--- src/rtl/prng_arbiter.sv ---
// prng_arbiter: hands out one fresh PRNG word per cycle to N requesters, round-robin, after a warm-up
//   clk, rst     : rising-edge clock, synchronous active-high reset
//   rnd_in       : PRNG word presented every cycle
//   req          : per-requester request level
//   gnt          : registered one-hot grant pulse
//   rnd_out      : registered word for the requester granted this cycle
//   ready        : high once warm-up words have been discarded
//   grant_total  : grant count since reset, only when PRNG_ARB_STATS_EN is defined
module prng_arbiter #(
   parameter int N      = 4,
   parameter int Wout   = 32,
   parameter int WARMUP = 16
) (
   input  logic            clk,
   input  logic            rst,
   input  logic [Wout-1:0] rnd_in,
   input  logic [N-1:0]    req,
   output logic [N-1:0]    gnt,
   output logic [Wout-1:0] rnd_out,
   output logic            ready
`ifdef PRNG_ARB_STATS_EN
   ,
   output logic [31:0]     grant_total
`endif
);
   localparam int PW = $clog2(N);
   localparam logic [0:0] ST_WARM = 1'b0;
   localparam logic [0:0] ST_RUN  = 1'b1;
   localparam logic [15:0] LAST = 16'((WARMUP == 0) ? 0 : WARMUP - 1);
   logic [0:0]      state_q, state_d;
   logic [15:0]     cnt_q, cnt_d;
   logic [N-1:0]    gnt_q, gnt_d, elig;
   logic [Wout-1:0] rnd_q, rnd_d;
   logic [PW-1:0]   ptr_q, ptr_d, win;
   logic            found, grant;
   always_comb begin
      // a requester granted this cycle is masked so one request never wins twice
      elig  = req & ~gnt_q;
      found = 1'b0;
      win   = '0;
      // scan positions from the far end back to ptr so the nearest one at or after ptr wins
      for (int i = N - 1; i >= 0; i--) begin
         if (elig[PW'((int'(ptr_q) + i) % N)]) begin
            found = 1'b1;
            win   = PW'((int'(ptr_q) + i) % N);
         end
      end
      grant   = (state_q == ST_RUN) && found;
      state_d = (state_q == ST_WARM && (WARMUP == 0 || cnt_q == LAST)) ? ST_RUN : state_q;
      cnt_d   = (state_q == ST_WARM) ? cnt_q + 16'd1 : cnt_q;
      gnt_d   = grant ? N'(1) << win : '0;
      rnd_d   = grant ? rnd_in : rnd_q;
      ptr_d   = grant ? ((win == PW'(N - 1)) ? '0 : win + PW'(1)) : ptr_q;
   end
   always_ff @(posedge clk) begin
      if (rst) begin
         state_q <= ST_WARM;
         cnt_q   <= '0;
         gnt_q   <= '0;
         rnd_q   <= '0;
         ptr_q   <= '0;
      end else begin
         state_q <= state_d;
         cnt_q   <= cnt_d;
         gnt_q   <= gnt_d;
         rnd_q   <= rnd_d;
         ptr_q   <= ptr_d;
      end
   end
   assign gnt     = gnt_q;
   assign rnd_out = rnd_q;
   assign ready   = (state_q == ST_RUN);
`ifdef PRNG_ARB_STATS_EN
   logic [31:0] total_q, total_d;
   always_comb total_d = total_q + 32'(|gnt_q);
   always_ff @(posedge clk) begin
      if (rst) total_q <= '0;
      else total_q <= total_d;
   end
   assign grant_total = total_q;
`endif
endmodule

--- config.mk ---
export PLATFORM = sky130hd
export DESIGN_NAME = prng_arbiter
export DESIGN_NICKNAME = d
export VERILOG_FILES = /design/src/rtl/prng_arbiter.sv
export SDC_FILE = /design/constraint.sdc
export NUM_CORES = 1
export LEC_CHECK = 0
export CORE_ASPECT_RATIO = 1.75
export CORE_MARGIN = 2
export CORE_UTILIZATION = 46
export CTS_CLUSTER_SIZE = 30
export DETAILED_ROUTE_END_ITERATION = 7
export PLACE_DENSITY = 0.8
export SYNTH_ARGS = -nofsm -noshare
export SYNTH_HDL_FRONTEND = slang
export SYNTH_SLANG_ARGS = --single-unit
--- constraint.sdc ---
create_clock -name clk -period 1.95 [get_ports clk]
set_input_delay 0.39 -clock clk [delete_from_list [all_inputs] [get_ports clk]]
set_output_delay 0.39 -clock clk [all_outputs]
set_load 0.01 [all_outputs]
# Word level (Yosys, flattened, before mapping)
# Cells that the tools add are included.
# word_totals
regBits	55
latch_bits	0
ramBits	0
romBits	0
input_bits	38
out_inout_bits	37
mem_count	0
# classes
n_addsub	5
multipliers	0
n_div	0
n_lt_le_gt_ge	4
eq_ne	2
n_shift	1
n_mux	21
bitwise_logic	4
reduce_logical	3
# ops
operator	count
$add 16x1->16 const B	1
$eq 16x4->1 const B	1
$lt 2x4->1 const B	4
$mux 1	12
$mux 2	5
$bmux 1 s2	4
$add 2x1->2 const B	2
$add 2x2->2 const B	2
$and 4x4->4	1
$not 4->4	1
$shl 1x2->4 const A	1
$eq 2x2->1 const B	1
$logic_and 1x1->1	2
$not 1->1	2
$reduce_or 2->1	1

# Longest topological paths before layout
# Gate-level depths: netlist of run 1.
# logic_depth
depth_word	12
ltp_mapped	7
depth_no_buf	5

# Worst setup path before layout of run 1
# OpenSTA, ideal clock, no wires.
# synth_path
path_kind	in2reg
from	input port req[3]
to	register rnd_q[19] (netlist: rnd_out[19])
setup_time_ps	70
t_arrival_ps	1432
required_ps	1880
slack_ps	447
cell_stages	5
n_path_buf	1
cell_sequence	nor2b_1 > o41ai_4 > buf_6 > nand2_2 > a21oi_2
# synth_between
elab_chain_cells	9
# synth_rtl
element	line	rtl
from (decl)	17	input logic [N-1:0] req,
$and 4x4->4 *	38	elig = req & ~gnt_q;
$bmux 1 s2	43	if (elig[PW'((int'(ptr_q) + i) % N)]) begin
$mux 1 (implied by the code) (2 in a row)	43	
$mux 1 (3 in a row)	43	
$mux 1 *	43	
$logic_and 1x1->1 *	48	grant = (state_q == ST_RUN) && found;
to (signal assigned)	66	rnd_q <= rnd_d;
to (decl)	33	logic [Wout-1:0] rnd_q, rnd_d;
# Every way passes the cells marked *; elsewhere a longest branch is shown, timed or not. The select of a mux whose other input is x is not followed.
# A chain may end at the register's enable or synchronous reset.

# Worst setup path in the final report of run 1
# layout_path
from	register state_q (netlist: ready)
to	output port ready
# layout_rtl
element	line	rtl
from (decl)	30	logic [0:0] state_q, state_d;
from (signal assigned)	63	state_q <= state_d;
to (decl)	20	output logic ready
# No word-level cell between the ends.

==> results of run 1 <==
## registers in the layout, indices dropped and copies added (netlist names)
name	cells
rnd_out	32
cnt_q	16
ptr_q	2
gnt	4
ready	1
## power groups by stage
stage	Combinational, W	Clock [W]	Sequential (W)
5_1_grt	0.000154	0.000844	0.00113
6_report	0.000144	0.000791	0.00113
3_5_place_dp	0.000144	0	0.00116
3_3_place_gp	0.000143	0	0.00116
2_1_floorplan	0.0000526	0	0.00116
4_1_cts	0.000145	0.000798	0.00113
## metal layers
layer / wire length, um / global-route usage
met3: 231 / 0.03841
met5: 0 / 0
met4: 83 / 0.06619
met1: 2003 / 0.2002
met2: 2838 / 0.3435
## layout by cell type, fill, tap and decap left out, drive strengths merged, types with 2 or more instances in the layout
master,n
clkdlybuf4s50,73
o21ai,6
a21oi,38
xnor2,9
inv,5
clkbuf,6
nand2b,2
buf,7
nor3,6
a211oi,3
nand4,2
nor3b,2
nor2b,6
nand3,5
nor2,23
or3,5
dfxtp,55
nor4,2
xor2,2
nand2,70
## layout make-up
| type | instances | area (sq um) |
|---|---|---|
| clock buffer | 6 | 82.58 |
| clock inverter | 2 | 38.79 |
| fill | 407 | 1663 |
| inverter | 4 | 15.01 |
| multi-input combinational | 193 | 1105 |
| sequential | 55 | 1102 |
| tap | 54 | 67.56 |
| timing repair buffer | 80 | 818.3 |
## through the flow
| stage | instances | area [sq um] | hold slack (ps) |
|---|---|---|---|
| floorplan | 266 | 2315 | 466.4 |
| global placement | 386 | 3107 | 440.7 |
| detailed placement | 386 | 3107 | 445.3 |
| CTS | 394 | 3228 | 459.6 |
| global route | 394 | 3229 | 477.7 |
| finish | 394 | 3229 | 456.7 |
## how the worst max path moves through the flow
| stage | startpoint | to |
|---|---|---|
| finish | ready$_SDFFE_PP0P_ | ready |
| global route | ready$_SDFFE_PP0P_ | ready |
| CTS | ready$_SDFFE_PP0P_ | ready |
| detailed placement | req[2] | ptr_q[1]$_SDFFE_PP0P_ |
| global placement | req[2] | ptr_q[1]$_SDFFE_PP0P_ |
| floorplan | req[3] | rnd_out[19]$_SDFFE_PP0P_ |
## cell families after synthesis
kind of cell	count (synthesis)
flip-flops	55
AO/OA/AOI/OAI	51
buffers and inverters	18
adder cells (fa/ha/maj)	1
AND/OR/NAND/NOR	129
multiplexers	1
XOR/XNOR	11
==> metrics.csv, run 1 <==
stage;metric;value;unit
yosys;syn_nets;305;
flow_run;MaxCap Viol Count;0;
final_layout;Syn-to-layout area delta;39.51;%
clock_tree;H-tree Lvls;2;
clock_tree;total CTS buffers;5;
pwr;clock share of power;0.383;
floorplan;initial core utilization;0.4731;
yosys;simple logic cell fraction of the synthesized area;0.2795;
final_layout;nets;378;
pwr;internal power;0.001640;W
floorplan;Die W;57.63;um
clock_tree;CTS root buf;clkbuf_8;
clock_tree;clock transition at the registers of the reported paths;100;ps
sta;Final Hold Fails;0;
yosys;Gate Count Post-Synth;266;
worst_hold_path;worst hold path type;flip-flop to flip-flop;
global_route;number of global-route vias before repair;1992;
place;GP Congestion;0.7824;
detailed_routing;Starting DRT DRC Count;68;
setup_path;Critical Path End Type;output port;
yosys;largest family of logic cells by synthesized area;simple AND/OR/NAND/NOR gates;
global_route;grt total ovfl;0;
yosys;most numerous cell in the Yosys netlist;nand2_1;
floorplan;I/O pin cnt;75;
pwr;Power per Cell Area;640.2;nW/um^2
setup_path;WP depth;1;
setup_path;r2r startpoint;cnt_q[0]$_SDFFE_PP0N_;
yosys;netlist area before placement;2315;sq um
setup_path;crit path DAT;1360;ps
pwr;Comb power frac;0.069;
sta;TNS Setup;0;ps
outcome;status;completed;
floorplan;DIE HEIGHT;97.84;um
yosys;Post-Synth Adder-Cell Area;0.005405;
pwr;sw power;0.0004271;W
worst_hold_path;worst hold start;rnd_out[10]$_SDFFE_PP0P_;
setup_path;reg2reg path depth;4;
setup_path;critical path peak fanout;9;
clock_tree;clock buffer depth;2;
yosys;Syn. warnings;0;
floorplan;floorplan core area;4892;sq um
detailed_routing;DR vias/cell;5.119;
detailed_routing;via count;2017;
clock_tree;hold_buf cts;0;
floorplan;Site Rows;34;
detailed_routing;drt drc;0;
global_route;maximum number of pins on one net before global-route repair;40;
detailed_routing;Avg WL per Cell;13.09;um
yosys;Avg Cell Area, Syn;8.702;sq um
yosys;Synth top area share;0.4757;
yosys;Synth Area in Compound Gates;0.1465;
clock_tree;post_cts resized;0;
sta;Final setup viols;0;
setup_path;CP Class;flip-flop to output port;
floorplan;die area;5638;sq um
worst_hold_path;hold path cells;2;
sta;skew final;8.912;ps
pwr;Static Leak;1.067;nW
place;Port Buffer Count;74;
sta;Final period util;0.8968;
setup_path;CP max stage cell;clkdlybuf4s50_1;
clock_tree;CTS tree;yes;
place;dpl ws;-36.35;ps
setup_path;crit start category;flip-flop;
yosys;Post-synth top cells;nand2_1 (60), dfxtp_1 (55), a21oi_1 (28);
setup_path;Worst R2R Setup Slack;380;ps
yosys;post-synthesis mux area share;0.004324;
sta;unrepaired setup endpoints after global routing;false;
detailed_routing;Initial DRT Pass Iterations;4;
final_layout;Util after Layout;0.6601;
setup_path;WP buf/inv;1;
final_layout;layout cells sized above 1;0.1294;
setup_path;Top delay family on crit path;buffers and inverters;
yosys;Netlist cell types;43;
yosys;Yosys reg bits;55;
global_route;first-pass GRT wire length;8.438;mm
sta;minimum clock period;1749;ps
clock_tree;worst-skew pair later-pin latency;300;ps
clock_tree;post-CTS setup repair buffer count;0;
setup_path;CP peak stage delay;590;ps
sta;Worst slew margin;0.7263;
worst_hold_path;hold path endpoint;rnd_out[10]$_SDFFE_PP0P_;
yosys;register area share after synthesis;0.4757;
yosys;xor/xnor share of the synthesized area;0.04162;
sta;Achievable Freq;571.8;MHz
detailed_routing;post-route ant nets;0;
yosys;top_reg_cell synth;dfxtp_1;
pwr;Max rail drop VDD;0.0006231;V
yosys;top cells by area, synth;dfxtp_1 (48%), nand2_1 (9.7%), a21oi_1 (6.1%), a21oi_2 (3.8%), nor2_1 (3.7%);
pwr;sw frac;0.2066;
yosys;Post-synth EDFFs;0;
yosys;post-synth top area cell;dfxtp_1;
detailed_routing;Post-Route WL;5.157;mm
yosys;async set-reset flop share out of synthesis;0;
global_route;GRT Resource Usage Total;0.1858;
setup_path;worst path cell trace;clkdlybuf4s50_1;
sta;Slew @ Worst Pin;410.5;ps
clock_tree;Clock Sinks;55;
setup_path;Critical Path RT;1560;ps
pwr;Sequential Power Share;0.548;
final_layout;# diodes;0;
global_route;initial antenna violation count;0;
pwr;Pwr Total;0.002067;W
place;HPWL after detailed placement;3.658;mm
setup_path;r2r endpoint;cnt_q[10]$_SDFFE_PP0N_;
sta;final setup margin;201.1;ps
sta;Pins Over Slew Limit;0;
Power figures use the tool's default switching activity.
==> inputs of run 2 (changes only) <==
--- a/config.mk
+++ b/config.mk
@@ -6,11 +6,12 @@
 export NUM_CORES = 1
 export LEC_CHECK = 0
 export CORE_ASPECT_RATIO = 1.75
-export CORE_MARGIN = 2
 export CORE_UTILIZATION = 46
 export CTS_CLUSTER_SIZE = 30
 export DETAILED_ROUTE_END_ITERATION = 7
 export PLACE_DENSITY = 0.8
+export SETUP_SLACK_MARGIN = 0.2
+export SLEW_MARGIN = 20
 export SYNTH_ARGS = -nofsm -noshare
 export SYNTH_HDL_FRONTEND = slang
 export SYNTH_SLANG_ARGS = --single-unit
==> metrics.csv, run 2 (synthesis gave the netlist of run 1 again) <==
stage;metric;value;unit
global_route;maximum number of pins on one net before global-route repair;28;
worst_hold_path;worst hold path type;flip-flop to flip-flop;
sta;Achievable Freq;587.5;MHz
clock_tree;CTS root buf;clkbuf_8;
setup_path;CP peak stage delay;480;ps
detailed_routing;Initial DRT Pass Iterations;4;
place;HPWL after detailed placement;4.023;mm
setup_path;Critical Path End Type;flip-flop;
global_route;initial antenna violation count;0;
setup_path;Worst R2R Setup Slack;400;ps
sta;TNS Setup;0;ps
detailed_routing;Avg WL per Cell;13.73;um
final_layout;nets;382;
sta;Worst slew margin;0.7435;
pwr;Power per Cell Area;578.9;nW/um^2
clock_tree;H-tree Lvls;2;
global_route;number of global-route vias before repair;1991;
clock_tree;CTS tree;yes;
detailed_routing;drt drc;0;
floorplan;die area;5331;sq um
setup_path;crit start category;input pin;
global_route;GRT Resource Usage Total;0.2062;
detailed_routing;Post-Route WL;5.410;mm
detailed_routing;via count;2067;
global_route;first-pass GRT wire length;8.618;mm
sta;Final Hold Fails;0;
setup_path;critical path peak fanout;3;
sta;final setup margin;247.9;ps
floorplan;floorplan core area;4748;sq um
detailed_routing;post-route ant nets;0;
final_layout;# diodes;0;
final_layout;commonest non-fill, non-tap cell in the layout;clkdlybuf4s50_1;
place;Port Buffer Count;74;
setup_path;CP Class;input pin to flip-flop;
sta;Pins Over Slew Limit;0;
floorplan;initial core utilization;0.4875;
place;GP Congestion;0.8464;
floorplan;DIE HEIGHT;95.84;um
floorplan;Site Rows;33;
sta;unrepaired setup endpoints after global routing;false;
floorplan;I/O pin cnt;75;
sta;Final setup viols;0;
sta;Slew @ Worst Pin;383.4;ps
sta;minimum clock period;1702;ps
sta;skew final;12.86;ps
global_route;grt total ovfl;0;
sta;hold slack;455.3;ps
final_layout;Fill cells;382;
floorplan;Die W;55.63;um
detailed_routing;DR vias/cell;5.246;
sta;Final period util;0.8728;
setup_path;Critical Path RT;2190;ps
final_layout;commonest non-fill, non-tap cells in the layout;clkdlybuf4s50_1 (73), nand2_1 (60), dfxtp_1 (54);
setup_path;worst path cell trace;clkdlybuf4s50_1 -> or2b_1 -> a211oi_1 -> o21ai_1 -> xnor2_1 -> a211oi_2;
pwr;Pwr Total;0.001866;W
final_layout;final std cells w/o fill;394;
clock_tree;clock transition at the registers of the reported paths;100;ps
detailed_routing;Starting DRT DRC Count;46;
clock_tree;worst-skew pair later-pin latency;310;ps
pwr;Static Leak;1.066;nW
outcome;status;completed;
final_layout;Syn-to-layout area delta;39.30;%
setup_path;CP max stage cell;clkdlybuf4s50_1;
clock_tree;Clock Sinks;55;
clock_tree;total CTS buffers;5;
flow_run;MaxCap Viol Count;0;
final_layout;Largest register FFs;32;
final_layout;layout cells sized above 1;0.1404;
clock_tree;clock buffer depth;2;
place;placed insts;387;
place;dpl ws;-54.83;ps
pwr;Max rail drop VDD;0.0005005;V
setup_path;crit path DAT;1940;ps
==> run 2: cell types whose count changed in the layout (fill, tap and decap cells not counted), sizes merged <==
cell      previous run  this run
clkinvlp             0         1
inv                  5         4
buf                  7        11
clkbuf               6         5
bufinv               1         0
==> run 2: layer usage <==
layer  part of all wire  track usage  up-vias
met1               0.38       0.2062      961
met2               0.55       0.3946       53
met5                  0            0        -
met4              0.037       0.1292        0
met3              0.033      0.03091       19
li1                   -            -     1034
==> run 2: area by class of cell <==
type	instances	area (sq um)	share of cell area
Tap cell	52	65.06	0.02018
Inverter	4	15.01	0.004657
Sequential cell	55	1105	0.3426
Clock buffer	5	68.82	0.02134
Multi-Input combinational cell	193	1115	0.3458
Clock inverter	1	7.507	0.002328
Timing Repair Buffer	84	848.3	0.2631
==> run 2: power by group <==
group / internal [W] / total, W / switching, W
Clock: 0.000239 / 0.000585 / 0.000346
Sequential: 0.00113 / 0.00113 / 0.00000486
Combinational: 0.0000916 / 0.000151 / 0.0000589
==> run 2: stage by stage <==
step | area, sq um | utilization
global placement | 3127 | 0.6585
detailed placement | 3127 | 0.6585
floorplan | 2315 | -
finish | 3224 | 0.6791
CTS | 3204 | 0.6748
global route | 3224 | 0.6791
==> run 2: worst paths after layout <==
path,startpoint,end,depth (start not counted)
worst max-delay path,req[3],ptr_q[1]$_SDFFE_PP0P_,6
worst min-delay path,rnd_out[3]$_SDFFE_PP0P_,rnd_out[3]$_SDFFE_PP0P_,2
worst max register to register,cnt_q[2]$_SDFFE_PP0N_,cnt_q[10]$_SDFFE_PP0N_,4
worst min register to register,rnd_out[3]$_SDFFE_PP0P_,rnd_out[3]$_SDFFE_PP0P_,2
==> run 2: timing repair <==
| item | 4_1_cts | 5_1_grt |
|---|---|---|
| resized for setup | 1 | 3 |
| setup buffers | 0 | 1 |
| setup endpoints to repair | 1 | 12 |
| hold buffers | 0 | 0 |
| pin swaps | 0 | 1 |
==> run 2: worst max-delay path: cells and delay by family <==
family | cells | cell delay (ps)
compound gates | 3 | 630
buf+inv | 1 | 480
simple gates | 1 | 260
xor+xnor | 1 | 180
